**config.mk**
```make
export PLATFORM = sky130hd
export DESIGN_NAME = eth_vlg_rx_demux
export DESIGN_NICKNAME = d
export VERILOG_FILES = /design/src/rtl/eth_vlg_rx_demux.sv
export SDC_FILE = /design/constraint.sdc
export NUM_CORES = 1
export LEC_CHECK = 0
export ABC_AREA = 1
export BUFFER_PORTS_ARGS = -buffer_cell sky130_fd_sc_hd__buf_2
export CORE_MARGIN = 3
export CORE_UTILIZATION = 45
export DETAILED_ROUTE_END_ITERATION = 8
export GPL_TIMING_DRIVEN = 0
export PLACE_DENSITY = 0.7
export SLEW_MARGIN = 0
export SYNTH_ARGS = -nofsm -noshare
export SYNTH_HDL_FRONTEND = slang
export SYNTH_SLANG_ARGS = --single-unit
```
**constraint.sdc**
```tcl
create_clock -name clk -period 3.6 [get_ports clk]
set_clock_uncertainty 0.1 [all_clocks]
set_input_delay 0.54 -clock clk [delete_from_list [all_inputs] [get_ports clk]]
set_output_delay 0.54 -clock clk [all_outputs]
set_load 0.01 [all_outputs]
```
**src/rtl/eth_vlg_rx_demux.sv**
```systemverilog
// Receive-side protocol demultiplexer: steers each IP payload packet to the
// handler whose protocol key matches, discarding and counting everything else.
package eth_vlg_rx_pkg;
  typedef struct packed {
    logic [7:0] dat;
    logic       val;
    logic       sof;
    logic       eof;
    logic       err;
  } stream_t;
endpackage

module eth_vlg_rx_demux
  import eth_vlg_rx_pkg::*;
#(
  parameter int                   N       = 3,
  parameter int                   W       = 8,
  parameter logic [N-1:0][7:0]    KEYS    = {8'd17, 8'd6, 8'd1},
  parameter int                   TIMEOUT = 1024
) (
  input  logic                  clk,
  input  logic                  rst,
  input  stream_t               strm,
  input  logic [W-1:0]          meta,
  input  logic [7:0]            key,
  output stream_t [N-1:0]       strm_out,
  output logic [N-1:0][W-1:0]   meta_out,
  output logic [N-1:0]          sel,
  output logic [15:0]           drop_cnt
);

  localparam int IW = (N > 1) ? $clog2(N) : 1;
  localparam int TW = $clog2(TIMEOUT + 1);
  localparam stream_t ABORT = '{dat: 8'h00, val: 1'b0, sof: 1'b0, eof: 1'b1, err: 1'b1};

  typedef enum logic [1:0] {idle_s, active_s, drop_s} state_t;

  state_t               state, state_n;
  logic [IW-1:0]        ind, ind_n;
  logic [TW-1:0]        tmo, tmo_n;
  stream_t [N-1:0]      strm_n;
  logic [N-1:0][W-1:0]  meta_n;
  logic [N-1:0]         sel_n;
  logic                 drop_inc;
  logic                 hit;
  logic [IW-1:0]        hit_idx;
  logic                 tmo_hit;

  // Scanning downwards lets the lowest matching index win on duplicate keys.
  always_comb begin
    hit     = 1'b0;
    hit_idx = '0;
    for (int i = N - 1; i >= 0; i--) begin
      if (KEYS[i] == key) begin
        hit     = 1'b1;
        hit_idx = IW'(i);
      end
    end
  end

  always_comb begin
    state_n  = state;
    ind_n    = ind;
    tmo_n    = tmo;
    strm_n   = '0;
    meta_n   = meta_out;
    sel_n    = '0;
    drop_inc = 1'b0;
    tmo_hit  = !strm.val && (state != idle_s) && (tmo == TW'(TIMEOUT - 1));

    if (strm.val)
      tmo_n = '0;
    else if (state != idle_s)
      tmo_n = tmo + TW'(1);

    if (state == active_s) begin
      sel_n = N'(1) << ind;
      if (strm.val && strm.sof) begin
        strm_n[ind] = ABORT;
        drop_inc    = 1'b1;
        state_n     = strm.eof ? idle_s : drop_s;
      end else if (strm.val) begin
        strm_n[ind] = strm;
        if (strm.eof)
          state_n = idle_s;
      end else if (tmo_hit) begin
        strm_n[ind] = ABORT;
        drop_inc    = 1'b1;
        state_n     = idle_s;
        tmo_n       = '0;
      end
    end else if (strm.val && strm.sof) begin
      // idle_s and drop_s both resynchronise on any new start-of-frame.
      if (hit) begin
        strm_n[hit_idx] = strm;
        meta_n[hit_idx] = meta;
        ind_n           = hit_idx;
        if (!strm.eof) begin
          state_n = active_s;
          sel_n   = N'(1) << hit_idx;
        end else begin
          state_n = idle_s;
        end
      end else begin
        drop_inc = 1'b1;
        state_n  = strm.eof ? idle_s : drop_s;
      end
    end else if (state == drop_s) begin
      if (strm.val && strm.eof) begin
        state_n = idle_s;
      end else if (tmo_hit) begin
        state_n = idle_s;
        tmo_n   = '0;
      end
    end
  end

  always_ff @(posedge clk) begin
    if (rst) begin
      state    <= idle_s;
      ind      <= '0;
      tmo      <= '0;
      strm_out <= '0;
      meta_out <= '0;
      sel      <= '0;
      drop_cnt <= '0;
    end else begin
      state    <= state_n;
      ind      <= ind_n;
      tmo      <= tmo_n;
      strm_out <= strm_n;
      meta_out <= meta_n;
      sel      <= sel_n;
      if (drop_inc && drop_cnt != 16'hFFFF)
        drop_cnt <= drop_cnt + 16'd1;
    end
  end

endmodule

```
# ---- After elaboration in Yosys (flattened, before gate mapping)
# Index checks and enable logic that the tools add are counted.
dict set report totals {
  input_bits 30
  register_bits 94
  wordCells 103
}
dict set report op_classes {
  n_mux 49
  shifts 2
  eq_ne 8
  bitwise_logic 3
  add_sub_neg 2
  n_lt_le_gt_ge 4
  reduce_logical 12
}
# cell n
set ops {}
lappend ops {{$mux W36} 5}
lappend ops {{$mux W11} 9}
lappend ops {{$and A36 B36 Y36} 2}
lappend ops {{$demux W12 S2} 2}
lappend ops {{$mux W2} 13}
lappend ops {{$mux W26} 1}
lappend ops {{$bwmux W24} 1}
lappend ops {{$mux W12} 2}
lappend ops {{$add A16 B1 Y16 const B} 1}
lappend ops {{$demux W8 S2} 1}
lappend ops {{$ne A16 B16 Y1 const B} 1}
lappend ops {{$mux W3} 4}
lappend ops {{$add A11 B1 Y11 const B} 1}
lappend ops {{$eq A11 B10 Y1 const B} 1}
lappend ops {{$mux W1} 10}
lappend ops {{$eq A1 B8 Y1 const A} 1}
lappend ops {{$eq A3 B8 Y1 const A} 1}
lappend ops {{$eq A5 B8 Y1 const A} 1}
lappend ops {{$mux W8} 1}
lappend ops {{$logic_and A1 B1 Y1} 7}
lappend ops {{$lt A2 B3 Y1 const B} 2}
lappend ops {{$shl A1 B2 Y3 const A} 2}
lappend ops {{$ge A2 B1 Y1 const B} 2}
lappend ops {{$ne A4 B3 Y1 const B} 1}
lappend ops {{other kinds (8)} 8}

# ---- Depth between registers and ports, before layout
# Gate-level depths: netlist (run 1).
dict set report logic_depth {
  ltp_word 12
  ltp_mapped 12
  depth_no_buf 12
}

# ---- Worst setup path before layout (run 1)
# No wires, ideal clock.
dict set report synth_timing {
  path_kind {input-to-reg}
  start {input port strm[3] (netlist name)}
  end {register drop_cnt[3]}
  path_stages 9
  required_ps 3361
  slack_ps 1849
  setup_time_ps 139
  path_buffers 2
  t_arrival_ps 1512
  path_cell_list {buf_2 nand2_2 inv_1 nor2_2 nor2_4 nand3_4 buf_8 nand2_1 a21oi_2}
}
dict set report synth_via {
  elab_chain_len 8
  word_cells_on_any_way 10
  cone_classes {5 x mux; 5 x reduce/logical}
}
# element line
set synth_lines {}
lappend synth_lines {{from (decl)} 23} ;# input stream_t strm,
lappend synth_lines {{$logic_not A1 Y1} 69} ;# tmo_hit = !strm.val && (state != idle_s) && (tmo == TW'(TIMEOUT - 1));
lappend synth_lines {{$logic_and A1 B1 Y1 (2 in a row)} 69}
lappend synth_lines {{$mux W1} 86} ;# end else if (tmo_hit) begin
lappend synth_lines {{$mux W1} 82} ;# end else if (strm.val) begin
lappend synth_lines {{$mux W1} 78} ;# if (strm.val && strm.sof) begin
lappend synth_lines {{$mux W1 *} 76} ;# if (state == active_s) begin
lappend synth_lines {{$logic_and A1 B1 Y1 *} 134} ;# if (drop_inc && drop_cnt != 16'hFFFF)
lappend synth_lines {{to (signal assigned)} 135} ;# drop_cnt <= drop_cnt + 16'd1;
lappend synth_lines {{to (decl)} 29} ;# output logic [15:0] drop_cnt
# Every way passes the cells marked *; elsewhere a longest branch is shown, timed or not.
# A chain may end at the register's enable or synchronous reset.

# ---- Worst setup path in the final report (run 1)
dict set report layout_timing {
  start {register drop_cnt[0]}
  end {register drop_cnt[4]}
}
dict set report layout_via {
  elab_chain_len 2
  word_cells_on_any_way 3
  cone_classes {1 x add/sub; 1 x eq/ne; 1 x reduce/logical}
}
# element
set layout_lines {}
lappend layout_lines {{parallel branches: the longest is 2 deep, another holds $add A16 B1 Y16}}
# Parallel ways; which one is timed is not known.

==> results.ini, run 1 <==
[setup_path]
crit_start = drop_cnt[0]
critPathLaunchType = register
endpoint = drop_cnt[4]
rr_worst_depth = 10
critPathMaxFanout = 10
reg2reg_slack_ps = 1730
critPathSlowestCell = dfxtp_1
path_class = register to register
path_cells = ha_1, nand2_1, nor2_4, nand3_2, nor2_4, nor2_4, nand3_4, buf_8, nand2_1, a21oi_2
crit_top_cell = nor2_4
crit_arrival_ps = 2070
r2r_end = drop_cnt[4]
cp.required_ps = 3800
max_stage_delay_ps = 410
cp-end-kind = register
reg2reg_from = drop_cnt[0]

[cells_and_area]
final_cell_mix = nand2_1, buf_2, dfxtp_1
fin_util = 0.578
final_area_mm2 = 0.00489
antennaDiodeCount = 0
fillers = 777
nets = 672
multi_input_area_mm2 = 0.00183
drive_gt1_frac = 0.276
mostFrequentLayoutCell = nand2_1
syn_to_final_growth_pct = 21.4
seqCellArea_mm2 = 0.00188

[placement]
io_buffers = 107
routabilityCongestion = 0.930
placed_area_mm2 = 0.00470
dp_hpwl_mm = 7.38
dp_slack_ps = 1400

[power]
intPower_uw = 1340
p_clk_frac = 0.379
sequentialPowerShare = 0.573
irDropWorstVdd_mv = 0.183
p_switching_uw = 480
p_per_area_mw_per_mm2 = 373
switching_share = 0.263
p_leak_uw = 0.00220
pwr-share-comb = 0.049

[synth]
synth_compound_area_frac = 0.0898
synthArstFlopShare = 0
synthXorXnorAreaFrac = 0.0326
yosys.area_share.simple = 0.326
ys.flop_type = dfxtp_1
synth_nets = 554
ys_warn_count = 0
synth_seq_cells = 94
synth_top_family_by_area = simple AND/OR/NAND/NOR gates
synth_top_cell_by_area = dfxtp_1
synth_cell_types = 35
synthDominantCellAreaShare = 0.467
synthMuxAreaShare = 0
synthAdderAreaFrac = 0.00621
synth_area_mm2 = 0.00403
ys_seq_area_frac = 0.467
synth_cells = 522
synth_edf_count = 0
avgSynthCellArea_um2 = 7.72
synth_top_cells_by_area = dfxtp_1, nand2_1, nor2_1

[timing]
finalHoldViolations = 0
finalCriticalPeriod_ps = 1870
final_max_slew_viol_count = 0
setup_violations = 0
rsz0062_at_grt = no
fmax_mhz = 533
setup_ws_ps = 1730
maxSlewHeadroom = 0.578
fin_crit_sh = 0.521
worst_slew_pin_slew_ps = 632
tns_ps = 0
holdWs_ps = 303

[clock_tree]
cts_root_buffer = clkbuf_8
clkTransAtPathRegs_ps = 100
cts_tree = built
numCtsBuffers = 9
postCtsSetupBuffers = 0
clkLatencyLatePin_ps = 360
cts_max_level = 3
clockBufferDepth = 2
cts_resized = 0
clock-sinks = 94
cts_hold_buf = 0

[drt]
drt-wirelength-per-cell_um = 13.1
first_pass_iters = 5
drtIter0Drc = 157
vias = 3696
routed_wl_mm = 9.82
drcViolationCount = 0
final_antenna_net_count = 0
via_per_inst = 4.93

[floorplan]
initial_core_util = 0.476
dieWidth_um = 101
core_mm2 = 0.00846
num_rows = 33
num_io_pins = 109
die_area_mm2 = 0.0101
die_h_um = 101

[global_routing]
grt_pass1_vias = 3473
antenna_found_initial = 0
grt_util_all_layers = 0.200
grt_max_degree = 20
grt_pass1_wl_mm = 16.2
overflow = 0

[run]
maxCapViolCount = 0

[hold_path]
hp-class = primary input to register

[run_status]
status = completed

[power groups by stage]
stage                     registers, uW  logic (uW)  clock network, uW
final                              1040        88.8                691
after global routing               1050         100                753
after CTS                          1040        89.1                713
after detailed placement           1070        88.9                  0
after global placement             1070        87.6                  0
after floorplan                    1070        53.2                  0
[worst min path at each step]
stage / from / to / slack [ps] / cells past startpoint
detailed placement: meta_out[7] / meta_out[7] / 350 / 2
global route: strm[1] / sel[1] / 300 / 2
finish: strm[1] / sel[1] / 300 / 2
CTS: strm[1] / sel[1] / 280 / 2
floorplan: ind[1] / ind[1] / 350 / 2
global placement: meta_out[17] / meta_out[17] / 350 / 2
[cell type report]
cell class / instances / area share
Multi-Input combinational cell: 356 / 0.375
Inverter: 55 / 0.0422
Sequential cell: 94 / 0.385
Buffer: 17 / 0.0220
Timing Repair Buffer: 107 / 0.109
Clock buffer: 9 / 0.0253
Tap cell: 105 / 0.0269
Clock inverter: 7 / 0.0148
[registers in the layout (all words and copies together) (netlist names)]
name / cells
drop_cnt: 16
tmo: 11
state: 2
ind: 2
sel: 3
meta_out: 24
strm_out: 36
[per-stage QoR]
stage,power (uW),cells
after detailed placement,1160,734
after CTS,1850,750
after global routing,1900,750
final,1820,750
after floorplan,1120,522
after global placement,1160,734
[worst max-delay path: cells and delay by family, from the launching register on]
kind                     cells  cell delay [ps]
AND/OR/NAND/NOR              7              730
AO/OA/AOI/OAI                1              120
buffers and inverters        1              140
adder cells (fa/ha/maj)      1              290
flip-flops                   1              410
[synth_stat cells (all sizes together) (6+ instances only)]
cell type	n
nand2	123
dfxtp	94
nor2	79
inv	54
a21oi	46
nand3	43
nand4	21
buf	11
o21ai	9
xor2	9
clkbuf	6
nor3	6
o22ai	6
xnor2	6
[logic make-up (layout without fill, tap and decap cells)]
group	after synthesis	count (layout)
AND/OR/NAND/NOR	276	276
flip-flops	94	94
XOR/XNOR	15	15
AO/OA/AOI/OAI	63	63
buffers and inverters	72	195
adder cells (fa/ha/maj)	2	2
[per-layer routing]
layer  up-vias  GRT usage  routed length (um)
li1       1921          -                   -
met1      1641      0.267                4430
met4         0     0.0508                  87
met3         9     0.0491                 681
met5         -          0                   0
met2       125      0.324                4620
No activity file was read; power rests on OpenSTA's default activity.
==> inputs of run 2 (changes only) <==
- clock period: 3.6 -> 1.9 ns (I/O delays scaled with it)
==> results.ini, run 2 (same netlist as run 1, synthesis figures left out) <==
[global_routing]
grt_pass1_vias = 3473  ; unchanged
grt_pass1_wl_mm = 16.2  ; unchanged
grt_max_degree = 20  ; unchanged
overflow = 0  ; unchanged
grt_util_all_layers = 0.200  ; unchanged
antenna_found_initial = 0  ; unchanged

[floorplan]
core_mm2 = 0.00846  ; unchanged
num_rows = 33  ; unchanged
die_area_mm2 = 0.0101  ; unchanged
dieWidth_um = 101  ; unchanged
die_h_um = 101  ; unchanged
initial_core_util = 0.476  ; unchanged
num_io_pins = 109  ; unchanged

[drt]
routed_wl_mm = 9.90  ; +0.86%
vias = 3732  ; +0.97%
first_pass_iters = 5  ; unchanged
drtIter0Drc = 182  ; +16%
final_antenna_net_count = 0  ; unchanged
drt-wirelength-per-cell_um = 13.2  ; +0.59%
drcViolationCount = 0  ; unchanged
via_per_inst = 4.96  ; +0.71%

[setup_path]
r2r_end = drop_cnt[4]
critPathLaunchType = register
crit_arrival_ps = 1970  ; -100 ps
path_class = register to register
reg2reg_from = drop_cnt[0]
rr_worst_depth = 10  ; unchanged
reg2reg_slack_ps = 130  ; -1590 ps
critPathMaxFanout = 10  ; unchanged
cp.required_ps = 2100  ; -1700 ps
cp-end-kind = register

[power]
p_per_area_mw_per_mm2 = 704  ; +89%
irDropWorstVdd_mv = 0.346  ; +90%
totalPowerFinal_uw = 3460  ; +90%
p_leak_uw = 0.00221  ; +0.35%

[placement]
dp_hpwl_mm = 7.38  ; unchanged
io_buffers = 107  ; unchanged
routabilityCongestion = 0.930  ; unchanged
dp_slack_ps = -49.9  ; -1450 ps

[timing]
holdWs_ps = 41.4  ; -262 ps
finalCriticalPeriod_ps = 1770  ; -108 ps
setup_ws_ps = 133  ; -1590 ps
fin_crit_sh = 0.930  ; +0.409
final_max_slew_viol_count = 0  ; unchanged
worst_slew_pin_slew_ps = 628  ; -3.80 ps
finalHoldViolations = 0  ; unchanged
setup_violations = 0  ; unchanged
maxSlewHeadroom = 0.581  ; +0.00253
rsz0062_at_grt = yes
tns_ps = 0  ; unchanged
fmax_mhz = 566  ; +6.1%

[run]
maxCapViolCount = 0  ; unchanged

[cells_and_area]
final_cell_mix = nand2_1, buf_2, dfxtp_1
nets = 674  ; +0.30%
syn_to_final_growth_pct = 22.2
largest-register = strm_out
largest_register_ffs = 36  ; unchanged
reg_top3 = strm_out: 36 flops, meta_out: 24 flops, drop_cnt: 16 flops
antennaDiodeCount = 0  ; unchanged
mostFrequentLayoutCell = nand2_1
fin_util = 0.582  ; +0.00370
drive_gt1_frac = 0.289  ; +0.0131

[run_status]
status = completed

[clock_tree]
clkLatencyLatePin_ps = 360  ; about the same
numCtsBuffers = 9  ; unchanged
cts_max_level = 3  ; unchanged
clkTransAtPathRegs_ps = 100  ; about the same
cts_root_buffer = clkbuf_8
clock-sinks = 94  ; unchanged
cts_tree = built
clockBufferDepth = 2  ; unchanged

[hold_path]
min_delay_path_depth = 2  ; unchanged
min_from = strm[1]
hold_path_end = sel[1]
hp-class = primary input to register

run 2: cell types whose count changed in the layout (fill, tap and decap cells not counted):
cell / change
inv_2: +1
clkbuf_4: +1
dfxtp_2: +3
nand3_1: -1
buf_4: +2
nor2_2: +1
ha_2: +1
ha_1: -1
buf_2: -1
nand3_2: +1
dfxtp_1: -3
nor2_1: -1
inv_1: -1
run 2: final cells by class:
| cell class | instances | area, um^2 |
|---|---|---|
| multi-input combinational | 356 | 1840 |
| tap | 105 | 131 |
| buffer | 17 | 110 |
| inverter | 55 | 206 |
| fill | 777 | 3540 |
| clock buffer | 9 | 124 |
| timing repair buffer | 109 | 551 |
| sequential | 94 | 1890 |
| clock inverter | 7 | 72.6 |
run 2: worst max-delay path by stage:
stage	startpoint	cells after the start	slack, ps	to
after floorplan	drop_cnt[1]	10	220	drop_cnt[3]
after global routing	drop_cnt[0]	10	-0.9	drop_cnt[5]
after CTS	drop_cnt[0]	10	20	drop_cnt[4]
after global placement	key[5]	8	-0.2	meta_out[15]
after detailed placement	key[5]	8	-50	meta_out[8]
final	drop_cnt[0]	10	130	drop_cnt[4]
run 2: critical path, cell delays in order (launching register included):
cell     delay, ps
dfxtp_2        380
ha_2           240
nand2_1        110
nor2_4         160
nand3_2        120
nor2_4         110
nor2_4          50
nand3_4        100
buf_8          140
nand2_1         60
a21oi_2        120
run 2: layer usage:
metal | global-route usage | vias to the layer above | routed length [um]
met3 | 0.0491 | 13 | 650
met5 | 0 | - | 0
met2 | 0.324 | 115 | 4660
li1 | - | 1926 | -
met4 | 0.0508 | 0 | 110
met1 | 0.267 | 1678 | 4480
run 2: what timing repair did:
action / CTS / global route
setup endpoints to repair: 0 / 28
hold buffers: 0 / 0
buffers inserted: 0 / 2
gates resized for setup: 0 / 8
run 2: power breakdown:
part / leakage (uW) / total [uW] / switching [uW] / internal (uW)
sequential: 0.000758 / 1980 / 6.42 / 1970
clock: 0.0000974 / 1310 / 793 / 519
combinational: 0.00135 / 172 / 115 / 57.5
run 2: metrics by stage:
stage / instances / instance area, um^2
floorplan: 522 / 4030
global placement: 734 / 4700
detailed placement: 734 / 4700
CTS: 750 / 4890
global route: 752 / 4920
finish: 752 / 4920
==> inputs of run 3 (changes only) <==
- ABC_AREA: 1 -> unset
- HOLD_SLACK_MARGIN: unset -> 0.1
- PLACE_DENSITY: 0.7 -> 0.71
- SKIP_CTS_REPAIR_TIMING: unset -> 1
==> results.ini, run 3 <==
[run_status]
failed_checks = negative setup slack
status = finished, violations left

[placement]
dp_hpwl_mm = 6.24  ; -15%
placed_area_mm2 = 0.00435  ; -7.4%
routabilityCongestion = 0.930  ; about the same
io_buffers = 107  ; unchanged

[global_routing]
met3_usage = 0.0610  ; +0.0119
top_usage_layer = met2
antenna_found_initial = 0  ; unchanged
grt_pass1_wl_mm = 13.6  ; -16%
use_met2 = 0.308  ; -0.0153
grt_util_all_layers = 0.188  ; -0.0113
overflow = 0  ; unchanged
grt_max_degree = 17  ; -15%
grt_use_met1 = 0.238  ; -0.0286
grt_pass1_vias = 2870  ; -17%

[synth]
ys_warn_count = 0  ; unchanged
synth_most_common_cell = dfxtp_1
synth_top_cells_by_area = dfxtp_1, mux2i_1, and2_1
synth_area_mm2 = 0.00366  ; -9.2%
synthArstFlopShare = 0  ; unchanged
synth_nets = 411  ; -26%
synthDominantCellAreaShare = 0.515  ; +0.0475
ys_seq_area_frac = 0.515  ; +0.0475
ys.flop_type = dfxtp_1
synth_cell_types = 53  ; +51%
synth_seq_cells = 94  ; unchanged
synth_cells = 379  ; -27%
synth_edf_count = 0  ; unchanged
avgSynthCellArea_um2 = 9.65  ; +25%
synth_commonest_cells = dfxtp_1, nor2_1, nand2_1
synth_top_cell_by_area = dfxtp_1

[clock_tree]
clkTransAtPathRegs_ps = 100  ; about the same
clkLatencyLatePin_ps = 350  ; about the same
clock-sinks = 94  ; unchanged
cts_max_level = 3  ; unchanged
numCtsBuffers = 9  ; unchanged
clockBufferDepth = 2  ; unchanged
cts_tree = built
cts_root_buffer = clkbuf_8

[timing]
rsz0062_at_grt = yes
maxSlewHeadroom = 0.647  ; +0.0662
fin_crit_sh = 1.10  ; +0.166
finalHoldViolations = 0  ; unchanged
setup_violations = 28  ; +28
final_max_slew_viol_count = 0  ; unchanged
finalCriticalPeriod_ps = 2080  ; +315 ps
setup_ws_ps = -182  ; -315 ps
worst_slew_pin_slew_ps = 525  ; -103 ps
fmax_mhz = 480  ; -15%

[floorplan]
core_mm2 = 0.00781  ; -7.8%
die_area_mm2 = 0.00924  ; -8.7%
num_io_pins = 109  ; unchanged
initial_core_util = 0.468  ; -0.00755
die_h_um = 96.2  ; -4.4%
num_rows = 32  ; -3.0%
dieWidth_um = 96.2  ; -4.4%

[power]
p_clk_frac = 0.404  ; +0.025
switching_share = 0.228  ; -0.0361
pwr-share-comb = 0.049  ; about the same
p_per_area_mw_per_mm2 = 733  ; +4.1%
totalPowerFinal_uw = 3610  ; +4.2%
irDropWorstVdd_mv = 0.367  ; +6.0%
p_switching_uw = 822  ; -10%
intPower_uw = 2790  ; +9.3%
p_leak_uw = 0.00218  ; -1.2%
sequentialPowerShare = 0.547  ; -0.024

[setup_path]
crit_arrival_ps = 2280  ; +310 ps
cp-end-kind = register
critPathMaxFanout = 10  ; unchanged
critPathLaunchType = register
path_class = register to register
cp.required_ps = 2100  ; about the same

[drt]
via_per_inst = 5.28  ; +6.5%
drtIter0Drc = 112  ; -38%
drcViolationCount = 0  ; unchanged
drt-wirelength-per-cell_um = 15.0  ; +14%
final_antenna_net_count = 0  ; unchanged
first_pass_iters = 4  ; -1
routed_wl_mm = 9.36  ; -5.5%
vias = 3292  ; -12%

[cells_and_area]
nets = 549  ; -19%
reg_top3 = strm_out: 36 flops, meta_out: 24 flops, drop_cnt: 16 flops
largest_register_ffs = 36  ; unchanged
final_cell_mix = buf_2, dfxtp_1, nor2_1
drive_gt1_frac = 0.349  ; +0.0603
final_area_mm2 = 0.00493  ; about the same
largest-register = strm_out
mostFrequentLayoutCell = buf_2
antennaDiodeCount = 0  ; unchanged
syn_to_final_growth_pct = 34.7

[run]
maxCapViolCount = 0  ; unchanged

[hold_path]
hp-class = primary input to register

-- run 3: changes by cell type in the layout (fill, tap and decap cells not counted), sizes merged, moves of 13 or more --
| cell | change |
|---|---|
| a21oi | -21 |
| and2 | +26 |
| dlygate4sd3 | +13 |
| inv | -51 |
| mux2i | +17 |
| nand2 | -90 |
| nand3 | -28 |
| nand4 | -18 |
| nor2 | -38 |
| o31ai | +13 |
-- run 3: final timing paths --
kind          startpoint      endpoint  slack, ps  cells after the start
max               tmo[1]  drop_cnt[14]       -180                      7
min              meta[0]   meta_out[0]         90                      3
max reg2reg       tmo[1]  drop_cnt[14]       -180                      7
min reg2reg  meta_out[0]   meta_out[0]        360                      2
-- run 3: power by group through the flow --
stage          Combinational (uW)  Sequential (uW)  Clock (uW)
2_1_floorplan                67.9             2020           0
3_3_place_gp                  135             2020           0
3_5_place_dp                  138             2020           0
4_1_cts                       138             1980        1480
5_1_grt                       192             1980        1550
6_report                      177             1970        1460
-- run 3: kinds of logic (layout without fill, tap and decap cells) --
kind of cell / after synthesis / in the layout / share of synthesized area
flops: 94 / 94 / 0.515
simple gates: 159 / 159 / 0.241
xor+xnor: 10 / 10 / 0.0239
buf+inv: 26 / 167 / 0.0335
mux: 20 / 20 / 0.0558
compound gates: 68 / 69 / 0.125
fa+ha+maj: 2 / 2 / 0.00684
-- run 3: per-layer routing --
metal	wire, um	up-vias
met5	0	-
met4	124	0
met3	738	14
met2	4410	106
met1	4090	1555
li1	-	1617
-- run 3: cell type report --
| class | count | area, um^2 |
|---|---|---|
| inverter | 6 | 22.5 |
| sequential | 94 | 1890 |
| tap | 102 | 128 |
| clock inverter | 6 | 92.6 |
| buffer | 19 | 119 |
| timing repair buffer | 127 | 718 |
| clock buffer | 9 | 124 |
| multi-input combinational | 260 | 1830 |
| fill | 674 | 2880 |
-- run 3: metrics by stage --
stage / std cells / setup TNS [ps] / worst slack (ps) / hold WS [ps] / utilization
after floorplan: 379 / -302 / -71.9 / 294 / -
after global placement: 588 / -27700 / -497 / 335 / 0.557
after detailed placement: 588 / -30020 / -524 / 347 / 0.557
after CTS: 603 / -15010 / -399 / 33.8 / 0.584
after global routing: 623 / -5520 / -243 / 102 / 0.631
final: 623 / -2480 / -182 / 86.8 / 0.631
-- run 3: worst max-delay path, cell delays in order (launching register included) --
cell	delay, ps
dfxtp_4	380
ha_4	130
o211ai_1	170
nor3_4	300
a22oi_2	130
buf_6	170
or4_1	520
a21oi_2	130
